==> src/rtl/dram_bus_arbiter_if.sv <==
// Bus bundle between the two requesting masters, the arbiter and the SDRAM
// controller. The arbiter takes the slave view; the environment (masters plus
// controller) takes the master view.
//
// Handshake: a master raises rd or wr (level) with addr/wdata and holds it
// until it sees a one-cycle ack; it must drop the request in the ack cycle.
// Toward the controller, dram_req_read/dram_req_write stay high with stable
// dram_addr/dram_wdata until a one-cycle dram_data_valid completes the access.
interface dram_bus_arbiter_if #(
    parameter int ADDR_W = 24,
    parameter int DATA_W = 32
);
    logic [ADDR_W-1:0] m0_addr;
    logic [DATA_W-1:0] m0_wdata;
    logic              m0_rd;
    logic              m0_wr;
    logic [DATA_W-1:0] m0_rdata;
    logic              m0_ack;

    logic [ADDR_W-1:0] m1_addr;
    logic [DATA_W-1:0] m1_wdata;
    logic              m1_rd;
    logic              m1_wr;
    logic [DATA_W-1:0] m1_rdata;
    logic              m1_ack;

    logic [ADDR_W-1:0] dram_addr;
    logic [DATA_W-1:0] dram_wdata;
    logic              dram_req_read;
    logic              dram_req_write;
    logic [DATA_W-1:0] dram_rdata;
    logic              dram_data_valid;

    logic [1:0]        grant;
    logic              timeout_err;

    modport slave (
        input  m0_addr, m0_wdata, m0_rd, m0_wr,
        output m0_rdata, m0_ack,
        input  m1_addr, m1_wdata, m1_rd, m1_wr,
        output m1_rdata, m1_ack,
        output dram_addr, dram_wdata, dram_req_read, dram_req_write,
        input  dram_rdata, dram_data_valid,
        output grant, timeout_err
    );

    modport master (
        output m0_addr, m0_wdata, m0_rd, m0_wr,
        input  m0_rdata, m0_ack,
        output m1_addr, m1_wdata, m1_rd, m1_wr,
        input  m1_rdata, m1_ack,
        input  dram_addr, dram_wdata, dram_req_read, dram_req_write,
        output dram_rdata, dram_data_valid,
        input  grant, timeout_err
    );
endinterface

==> src/rtl/dram_bus_arbiter.sv <==
// Two-master round-robin arbiter in front of the SDRAM controller. Each access
// runs IDLE -> ACCESS -> DONE; a hung controller is cut off after TIMEOUT
// cycles in ACCESS and the owner gets 32'hDEADBEEF with a sticky error flag.
module dram_bus_arbiter #(
    parameter int ADDR_W  = 24,
    parameter int DATA_W  = 32,
    parameter int TIMEOUT = 1023
) (
    input  logic                clk,
    input  logic                rst_n,
    dram_bus_arbiter_if.slave   bus,
    output logic [1:0]          dbg_state
);
    typedef enum logic [1:0] {
        IDLE   = 2'd0,
        ACCESS = 2'd1,
        DONE   = 2'd2
    } state_t;

    // Counter is wide enough to hold TIMEOUT; one bit minimum when disabled.
    localparam int CNT_W = (TIMEOUT > 0) ? $clog2(TIMEOUT + 1) : 1;
    localparam logic [CNT_W-1:0]  CNT_LAST  = (TIMEOUT > 0) ? CNT_W'(TIMEOUT - 1) : '0;
    localparam logic [ADDR_W-1:0] ADDR_ZERO = '0;
    localparam logic [DATA_W-1:0] DATA_ZERO = '0;
    localparam logic [DATA_W-1:0] ABORT_DATA = DATA_W'(32'hDEADBEEF);

    state_t           state;
    logic             prio_m1;   // 1: m1 wins the next tie
    logic             own1;      // owner of the access in flight
    logic [CNT_W-1:0] cnt;

    logic req0, req1, pick1, pick_wr, timed_out;

    // Arbitration decision for the current IDLE cycle.
    always_comb begin
        req0      = bus.m0_rd | bus.m0_wr;
        req1      = bus.m1_rd | bus.m1_wr;
        pick1     = req1 & (~req0 | prio_m1);
        pick_wr   = pick1 ? bus.m1_wr : bus.m0_wr;
        timed_out = (TIMEOUT != 0) && (cnt == CNT_LAST);
    end

    assign dbg_state = state;

    // Access FSM with all bus-facing outputs registered.
    always_ff @(posedge clk or negedge rst_n) begin
        if (!rst_n) begin
            state              <= IDLE;
            prio_m1            <= 1'b0;
            own1               <= 1'b0;
            cnt                <= '0;
            bus.m0_rdata       <= DATA_ZERO;
            bus.m1_rdata       <= DATA_ZERO;
            bus.m0_ack         <= 1'b0;
            bus.m1_ack         <= 1'b0;
            bus.dram_addr      <= ADDR_ZERO;
            bus.dram_wdata     <= DATA_ZERO;
            bus.dram_req_read  <= 1'b0;
            bus.dram_req_write <= 1'b0;
            bus.grant          <= 2'b00;
            bus.timeout_err    <= 1'b0;
        end else begin
            bus.m0_ack <= 1'b0;
            bus.m1_ack <= 1'b0;
            case (state)
                IDLE: begin
                    if (req0 || req1) begin
                        bus.dram_addr      <= pick1 ? bus.m1_addr : bus.m0_addr;
                        bus.dram_wdata     <= pick1 ? bus.m1_wdata : bus.m0_wdata;
                        bus.dram_req_write <= pick_wr;
                        bus.dram_req_read  <= ~pick_wr;
                        bus.grant          <= pick1 ? 2'b10 : 2'b01;
                        own1               <= pick1;
                        prio_m1            <= ~pick1;
                        cnt                <= '0;
                        state              <= ACCESS;
                    end
                end
                ACCESS: begin
                    if (bus.dram_data_valid) begin
                        if (!bus.dram_req_write) begin
                            if (own1) bus.m1_rdata <= bus.dram_rdata;
                            else      bus.m0_rdata <= bus.dram_rdata;
                        end
                        if (own1) bus.m1_ack <= 1'b1;
                        else      bus.m0_ack <= 1'b1;
                        bus.dram_req_read  <= 1'b0;
                        bus.dram_req_write <= 1'b0;
                        bus.grant          <= 2'b00;
                        state              <= DONE;
                    end else if (timed_out) begin
                        if (own1) begin
                            bus.m1_rdata <= ABORT_DATA;
                            bus.m1_ack   <= 1'b1;
                        end else begin
                            bus.m0_rdata <= ABORT_DATA;
                            bus.m0_ack   <= 1'b1;
                        end
                        bus.dram_req_read  <= 1'b0;
                        bus.dram_req_write <= 1'b0;
                        bus.grant          <= 2'b00;
                        bus.timeout_err    <= 1'b1;
                        state              <= DONE;
                    end else if (cnt != '1) begin
                        cnt <= cnt + CNT_W'(1);
                    end
                end
                DONE: begin
                    state <= IDLE;
                end
                default: begin
                    state <= IDLE;
                end
            endcase
        end
    end
endmodule

==> src/flat_wrapper.sv <==
// flat-port wrapper written by rule: the top's interface ports become plain ports
module dram_bus_arbiter_flat 
#(
    parameter int ADDR_W  = 24,
    parameter int DATA_W  = 32,
    parameter int TIMEOUT = 1023
)
  (clk, rst_n, dbg_state, bus_m0_addr, bus_m0_wdata, bus_m0_rd, bus_m0_wr, bus_m0_rdata, bus_m0_ack, bus_m1_addr, bus_m1_wdata, bus_m1_rd, bus_m1_wr, bus_m1_rdata, bus_m1_ack, bus_dram_addr, bus_dram_wdata, bus_dram_req_read, bus_dram_req_write, bus_dram_rdata, bus_dram_data_valid, bus_grant, bus_timeout_err);
  dram_bus_arbiter_if #(.ADDR_W(ADDR_W), .DATA_W(DATA_W)) bus_i ();
  input  logic clk;
  input  logic rst_n;
  output logic [1:0] dbg_state;
  input wire logic [$bits(bus_i.m0_addr)-1:0] bus_m0_addr;
  input wire logic [$bits(bus_i.m0_wdata)-1:0] bus_m0_wdata;
  input wire logic [$bits(bus_i.m0_rd)-1:0] bus_m0_rd;
  input wire logic [$bits(bus_i.m0_wr)-1:0] bus_m0_wr;
  output wire logic [$bits(bus_i.m0_rdata)-1:0] bus_m0_rdata;
  output wire logic [$bits(bus_i.m0_ack)-1:0] bus_m0_ack;
  input wire logic [$bits(bus_i.m1_addr)-1:0] bus_m1_addr;
  input wire logic [$bits(bus_i.m1_wdata)-1:0] bus_m1_wdata;
  input wire logic [$bits(bus_i.m1_rd)-1:0] bus_m1_rd;
  input wire logic [$bits(bus_i.m1_wr)-1:0] bus_m1_wr;
  output wire logic [$bits(bus_i.m1_rdata)-1:0] bus_m1_rdata;
  output wire logic [$bits(bus_i.m1_ack)-1:0] bus_m1_ack;
  output wire logic [$bits(bus_i.dram_addr)-1:0] bus_dram_addr;
  output wire logic [$bits(bus_i.dram_wdata)-1:0] bus_dram_wdata;
  output wire logic [$bits(bus_i.dram_req_read)-1:0] bus_dram_req_read;
  output wire logic [$bits(bus_i.dram_req_write)-1:0] bus_dram_req_write;
  input wire logic [$bits(bus_i.dram_rdata)-1:0] bus_dram_rdata;
  input wire logic [$bits(bus_i.dram_data_valid)-1:0] bus_dram_data_valid;
  output wire logic [$bits(bus_i.grant)-1:0] bus_grant;
  output wire logic [$bits(bus_i.timeout_err)-1:0] bus_timeout_err;
  assign bus_i.m0_addr = bus_m0_addr;
  assign bus_i.m0_wdata = bus_m0_wdata;
  assign bus_i.m0_rd = bus_m0_rd;
  assign bus_i.m0_wr = bus_m0_wr;
  assign bus_m0_rdata = bus_i.m0_rdata;
  assign bus_m0_ack = bus_i.m0_ack;
  assign bus_i.m1_addr = bus_m1_addr;
  assign bus_i.m1_wdata = bus_m1_wdata;
  assign bus_i.m1_rd = bus_m1_rd;
  assign bus_i.m1_wr = bus_m1_wr;
  assign bus_m1_rdata = bus_i.m1_rdata;
  assign bus_m1_ack = bus_i.m1_ack;
  assign bus_dram_addr = bus_i.dram_addr;
  assign bus_dram_wdata = bus_i.dram_wdata;
  assign bus_dram_req_read = bus_i.dram_req_read;
  assign bus_dram_req_write = bus_i.dram_req_write;
  assign bus_i.dram_rdata = bus_dram_rdata;
  assign bus_i.dram_data_valid = bus_dram_data_valid;
  assign bus_grant = bus_i.grant;
  assign bus_timeout_err = bus_i.timeout_err;
  dram_bus_arbiter #(.ADDR_W(ADDR_W), .DATA_W(DATA_W), .TIMEOUT(TIMEOUT)) u_core (.clk(clk), .rst_n(rst_n), .bus(bus_i), .dbg_state(dbg_state));
endmodule
==> config.mk <==
export PLATFORM = sky130hd
export DESIGN_NAME = dram_bus_arbiter_flat
export DESIGN_NICKNAME = d
export VERILOG_FILES = /design/src/rtl/dram_bus_arbiter_if.sv /design/src/rtl/dram_bus_arbiter.sv /design/src/flat_wrapper.sv
export SDC_FILE = /design/constraint.sdc
export NUM_CORES = 1
export LEC_CHECK = 0
export CAP_MARGIN = 20
export CORE_UTILIZATION = 30
export DETAILED_ROUTE_END_ITERATION = 8
export GPL_TIMING_DRIVEN = 1
export SKIP_LAST_GASP = 1
export SYNTH_ARGS = -nofsm -noshare
export SYNTH_HDL_FRONTEND = slang
export SYNTH_SLANG_ARGS = --single-unit
==> constraint.sdc <==
create_clock -name clk -period 4.8 [get_ports clk]
set_clock_uncertainty 0.15 [all_clocks]
set_input_delay 0.72 -clock clk [delete_from_list [all_inputs] [get_ports clk]]
set_output_delay 0.72 -clock clk [all_outputs]
set_load 0.02 [all_outputs]
# Yosys cells after proc, flatten, opt, wreduce, memory -nomap -nowiden
# Index checks and enable logic that the tools add are counted.
# word_totals
word_cells	85
input_bits	151
register_bits	141
out_inout_bits	129
# classes
n_eq_ne	9
mux	41
add_sub_neg	1
bitwise	9
n_reduce_logical	11
# ops
cell	count
2-to-1 mux 32 bit	11
2-to-1 mux 10 bit	4
2-to-1 mux 24 bit	1
case mux 10 bit (2 select lines)	1
2-to-1 mux 2 bit	7
2-to-1 mux 1 bit	13
adder 10 x 1 -> 10 bit (second input constant)	1
equality test 10 bit (second input constant)	1
inequality test 10 bit (second input constant)	1
case mux 2 bit (2 select lines)	2
AND reduction 4 bit	2
inequality test 2 bit (second input constant)	3
AND reduction 3 bit	2
inverter 1 bit	5
AND reduction 5 bit	1
inequality test 2 x 1 -> 1 bit (second input constant)	2
case mux 1 bit (2 select lines)	2
AND reduction 2 bit	2
nonzero test 2 bit	2
inequality test 3 x 2 -> 1 bit (second input constant)	1
bitwise OR 1 bit	3
equality test 2 x 1 -> 1 bit (second input constant)	1
logical NOT 2 bit	1
AND 1 bit	1
logical OR 1 bit	1

# Logic depth before layout (Yosys ltp)
# logic_depth
depth_word	8
mapped_depth	7

# Worst setup path after synthesis
# OpenSTA, ideal clock, no wires.
# synth_timing
path_type	input-to-reg
from	input bus_dram_data_valid
to	register u_core.bus.m0_rdata[14]
required_time_ps	4528
cell_stages	4
setup_slack_ps	2684
arrival_ps	1845
path_cell_list	or3b_1 nor4_4 a21oi_1 a32o_1
# synth_between
elab_chain_cells	2
# synth_rtl
element	line	text
start, declared	flat_wrapper.sv:30	input wire logic [$bits(bus_i.dram_data_valid)-1:0] bus_dram_data_valid;
inequality test 2 bit (no line) or nonzero test 2 bit (tied branches)	n/a	
AND reduction 4 bit (no line)	n/a	
end signal, assigned	dram_bus_arbiter.sv:83	else bus.m0_rdata <= bus.dram_rdata;
end, declared	dram_bus_arbiter_if.sv:39	output m0_rdata, m0_ack,
# Parallel ways exist; a longest one is shown, timed or not.
# A chain may end at the register's enable or synchronous reset.

# Worst setup path in the final report
# layout_timing
from	input bus_dram_data_valid
to	register u_core.bus.m0_rdata[24]
# Same word-level chain as after synthesis.

==> impl_metrics.json <==
{
  "synth_compound_area_share_pct": 19.9,
  "synth_nets": 674,
  "netlist_area_um2": 6160,
  "min_period_ps": 3250,
  "fmax_mhz": 308,
  "wl_per_cell_um": 16.4,
  "grt_max_degree": 130,
  "synthToLayoutAreaGrowth_pct": 59.8,
  "rows": 52,
  "cts_setup_buffers": 0,
  "total_power_w": 0.00650,
  "post-route-drc-count": 0,
  "wl_um": 17600,
  "cts_sinks": 141,
  "synth_top_family_by_area": "compound AO/OA/AOI/OAI gates",
  "holdCritPathClass": "in2async",
  "syn_inst": 521,
  "die_h_um": 145,
  "post-route-period-util_pct": 67.6,
  "dp_hpwl_um": 12800,
  "end_kind": "register",
  "syn_area_per_cell_um2": 11.8,
  "yosys_register_bits": 141,
  "drt_iter0_drc": 144,
  "hold_buffers": 0,
  "yosys-top-cells-area": "dfrtp_1 (57%), mux2i_1 (9.1%), a2bb2oi_2 (5.4%)",
  "max-cap-violations": 0,
  "max_slew_margin_pct": 50.0,
  "num_io_pins": 280,
  "r2r_slack_ps": 2460,
  "multi_input_area_um2": 2450,
  "p_leak_nw": 4.16,
  "path_class": "in2reg",
  "cp_max_fo": 26,
  "cts_root_buffer": "clkbuf_16",
  "viasPerCell": 4.80,
  "grt_overflow": 0,
  "crit_required_ps": 4950,
  "rsz0062_at_grt": "no",
  "nNetsFinal": 943,
  "regArea_um2": 3530,
  "ys.flop_type": "dfrtp_1",
  "portBuffers": 279,
  "ant_nets": 0,
  "setup_viol": 0,
  "num_antenna_cells": 0,
  "num_vias": 5148,
  "synth-xor-area-share_pct": 0.142,
  "grt_util_all_layers_pct": 16.9,
  "nFillCells": 1796,
  "stdcell_count": 1073,
  "outcome": "finished clean",
  "drive_gt1_share_pct": 9.09,
  "core_area_um2": 20200,
  "synthSimpleGateAreaFrac_pct": 9.68,
  "tns_ps": 0,
  "dp_cells": 1039,
  "hold_violations": 0,
  "report.final.slew_viol_count": 0,
  "cts_resized": 0,
  "whs_ps": 51.7,
  "htree_num_levels": 4,
  "yosys_warnings": 0,
  "max_slew.worst_pin.slew_ps": 750,
  "cts_buffer_depth": 2,
  "place_congestion": 0.797,
  "clk_pin_slew_ps": 60,
  "fp.dieW_um": 145,
  "arrival_ps": 3390,
  "startpoint_type": "input pin",
  "async_reset_ff_share_pct": 100,
  "grt_pass1_vias": 5244,
  "yosysTopAreaCell": "dfrtp_1",
  "powerDensity_nw_per_um2": 660,
  "synthMuxAreaShare_pct": 9.28,
  "dr.pass1.iters": 4,
  "synth_edf_count": 0,
  "antenna_found_initial": 0,
  "dieArea_um2": 21100,
  "synth_top_area_share_pct": 57.2,
  "grt_pass1_wl_um": 28100,
  "ys_types": 43,
  "initial_core_util_pct": 30.6,
  "synth_fa_ha_area_share_pct": 0.406,
  "numCtsBuffers": 17,
  "clock_latency_ps": 410,
  "cts_tree": "yes",
  "ys_seq_area_share_pct": 57.2,
  "ir_drop_v": 0.000244
}
## logic make-up (layout without fill, tap and decap cells)
family | count (synthesis) | after routing
AOI/OAI and AO/OA | 152 | 152
DFF | 141 | 141
and+or+nand+nor | 126 | 126
muxes | 57 | 57
buffers and inverters | 42 | 324
adders and majority gates | 2 | 2
xor gates and xnor gates | 1 | 1
## flip-flops by register name, summed over array words and instances (netlist names)
| register | count |
|---|---|
| u_core.bus.m0_ack | 1 |
| u_core.bus.dram_req_read | 1 |
| u_core.bus.m1_ack | 1 |
| u_core.bus.m1_rdata | 32 |
| u_core.bus.timeout_err | 1 |
| u_core.bus.dram_req_write | 1 |
| u_core.bus.m0_rdata | 32 |
| u_core.cnt | 10 |
| u_core.prio_m1 | 1 |
| u_core.bus.dram_addr | 24 |
| u_core.dbg_state | 2 |
| u_core.bus.dram_wdata | 32 |
| u_core.bus.grant | 2 |
| u_core.own1 | 1 |
## cell usage after synthesis, drive strengths merged, types with 2 or more instances
library cell,instances
dfrtp,141
a32o,16
or3b,2
clkbuf,14
nand2b,3
ha,2
buf,22
nand3,5
nor3,5
and2,3
mux2i,56
a21oi,5
nor2,29
nand4,2
nor4b,2
a2bb2oi,48
nand2,68
and3,3
a31oi,3
a21o,2
o22ai,4
inv,6
o21ai,63
a211o,3
## final cells by class
class,instances,area share (%)
flip-flops and latches,141,35.8
repair buffers,286,29.4
multi-input cells,338,24.9
clock buffers,18,4.46
well taps,270,3.43
clock inverters,14,1.72
inverters,6,0.229
## power breakdown
group	switching (W)	total (W)	internal [W]
clock network	0.000558	0.00136	0.000802
logic	0.00154	0.00306	0.00152
registers	0.000370	0.00209	0.00172
## worst max-delay path, stage by stage
cell and delay (ps):
clkdlybuf4s50_1 930, inv_2 430, nor4b_4 730, a21oi_1 300, a32o_1 290
## routing by layer
metal / GRT usage (%) / vias up / wire length [um]
li1: - / 2435 / -
met1: 21.4 / 2472 / 7700
met2: 26.8 / 225 / 8170
met3: 6.21 / 16 / 1450
met4: 5.11 / 0 / 272
met5: 0 / - / 0
## worst paths after layout
kind / from / cells past startpoint / endpoint
setup / recovery: bus_dram_data_valid / 5 / u_core.bus.m0_rdata[24]$_DFFE_PN0P_
hold / removal: rst_n / 1 / u_core.bus.m0_rdata[20]$_DFFE_PN0P_
setup reg to reg: u_core.dbg_state[1]$_DFFE_PN0P_ / 4 / u_core.bus.m0_rdata[24]$_DFFE_PN0P_
hold reg to reg: u_core.bus.dram_wdata[14]$_DFFE_PN0P_ / 2 / u_core.bus.dram_wdata[14]$_DFFE_PN0P_
max in group asynchronous: rst_n / 3 / u_core.bus.dram_addr[0]$_DFFE_PN0P_
min in group clk: u_core.bus.dram_wdata[14]$_DFFE_PN0P_ / 2 / u_core.bus.dram_wdata[14]$_DFFE_PN0P_
## placed cells by master (no fill, tap or decap), drive strengths merged, types with 4 or more instances in the layout
cell type / count
buf: 8
nand3: 5
a32o: 16
mux2i: 56
o21ai: 63
nor3: 5
inv: 16
nor2: 29
dfrtp: 141
nand2: 68
a2bb2oi: 48
a21oi: 5
clkbuf: 18
o22ai: 4
clkdlybuf4s50: 278
## metrics by stage
step	utilization (%)	setup WS (ps)	instance area, um2
6_report	48.8	1550	9850
5_1_grt	48.8	1420	9850
4_1_cts	48.6	1620	9790
3_5_place_dp	45.5	1180	9190
3_3_place_gp	45.5	1330	9190
2_1_floorplan	-	2680	6160
Note: power is estimated with default switching activity, not from simulation.
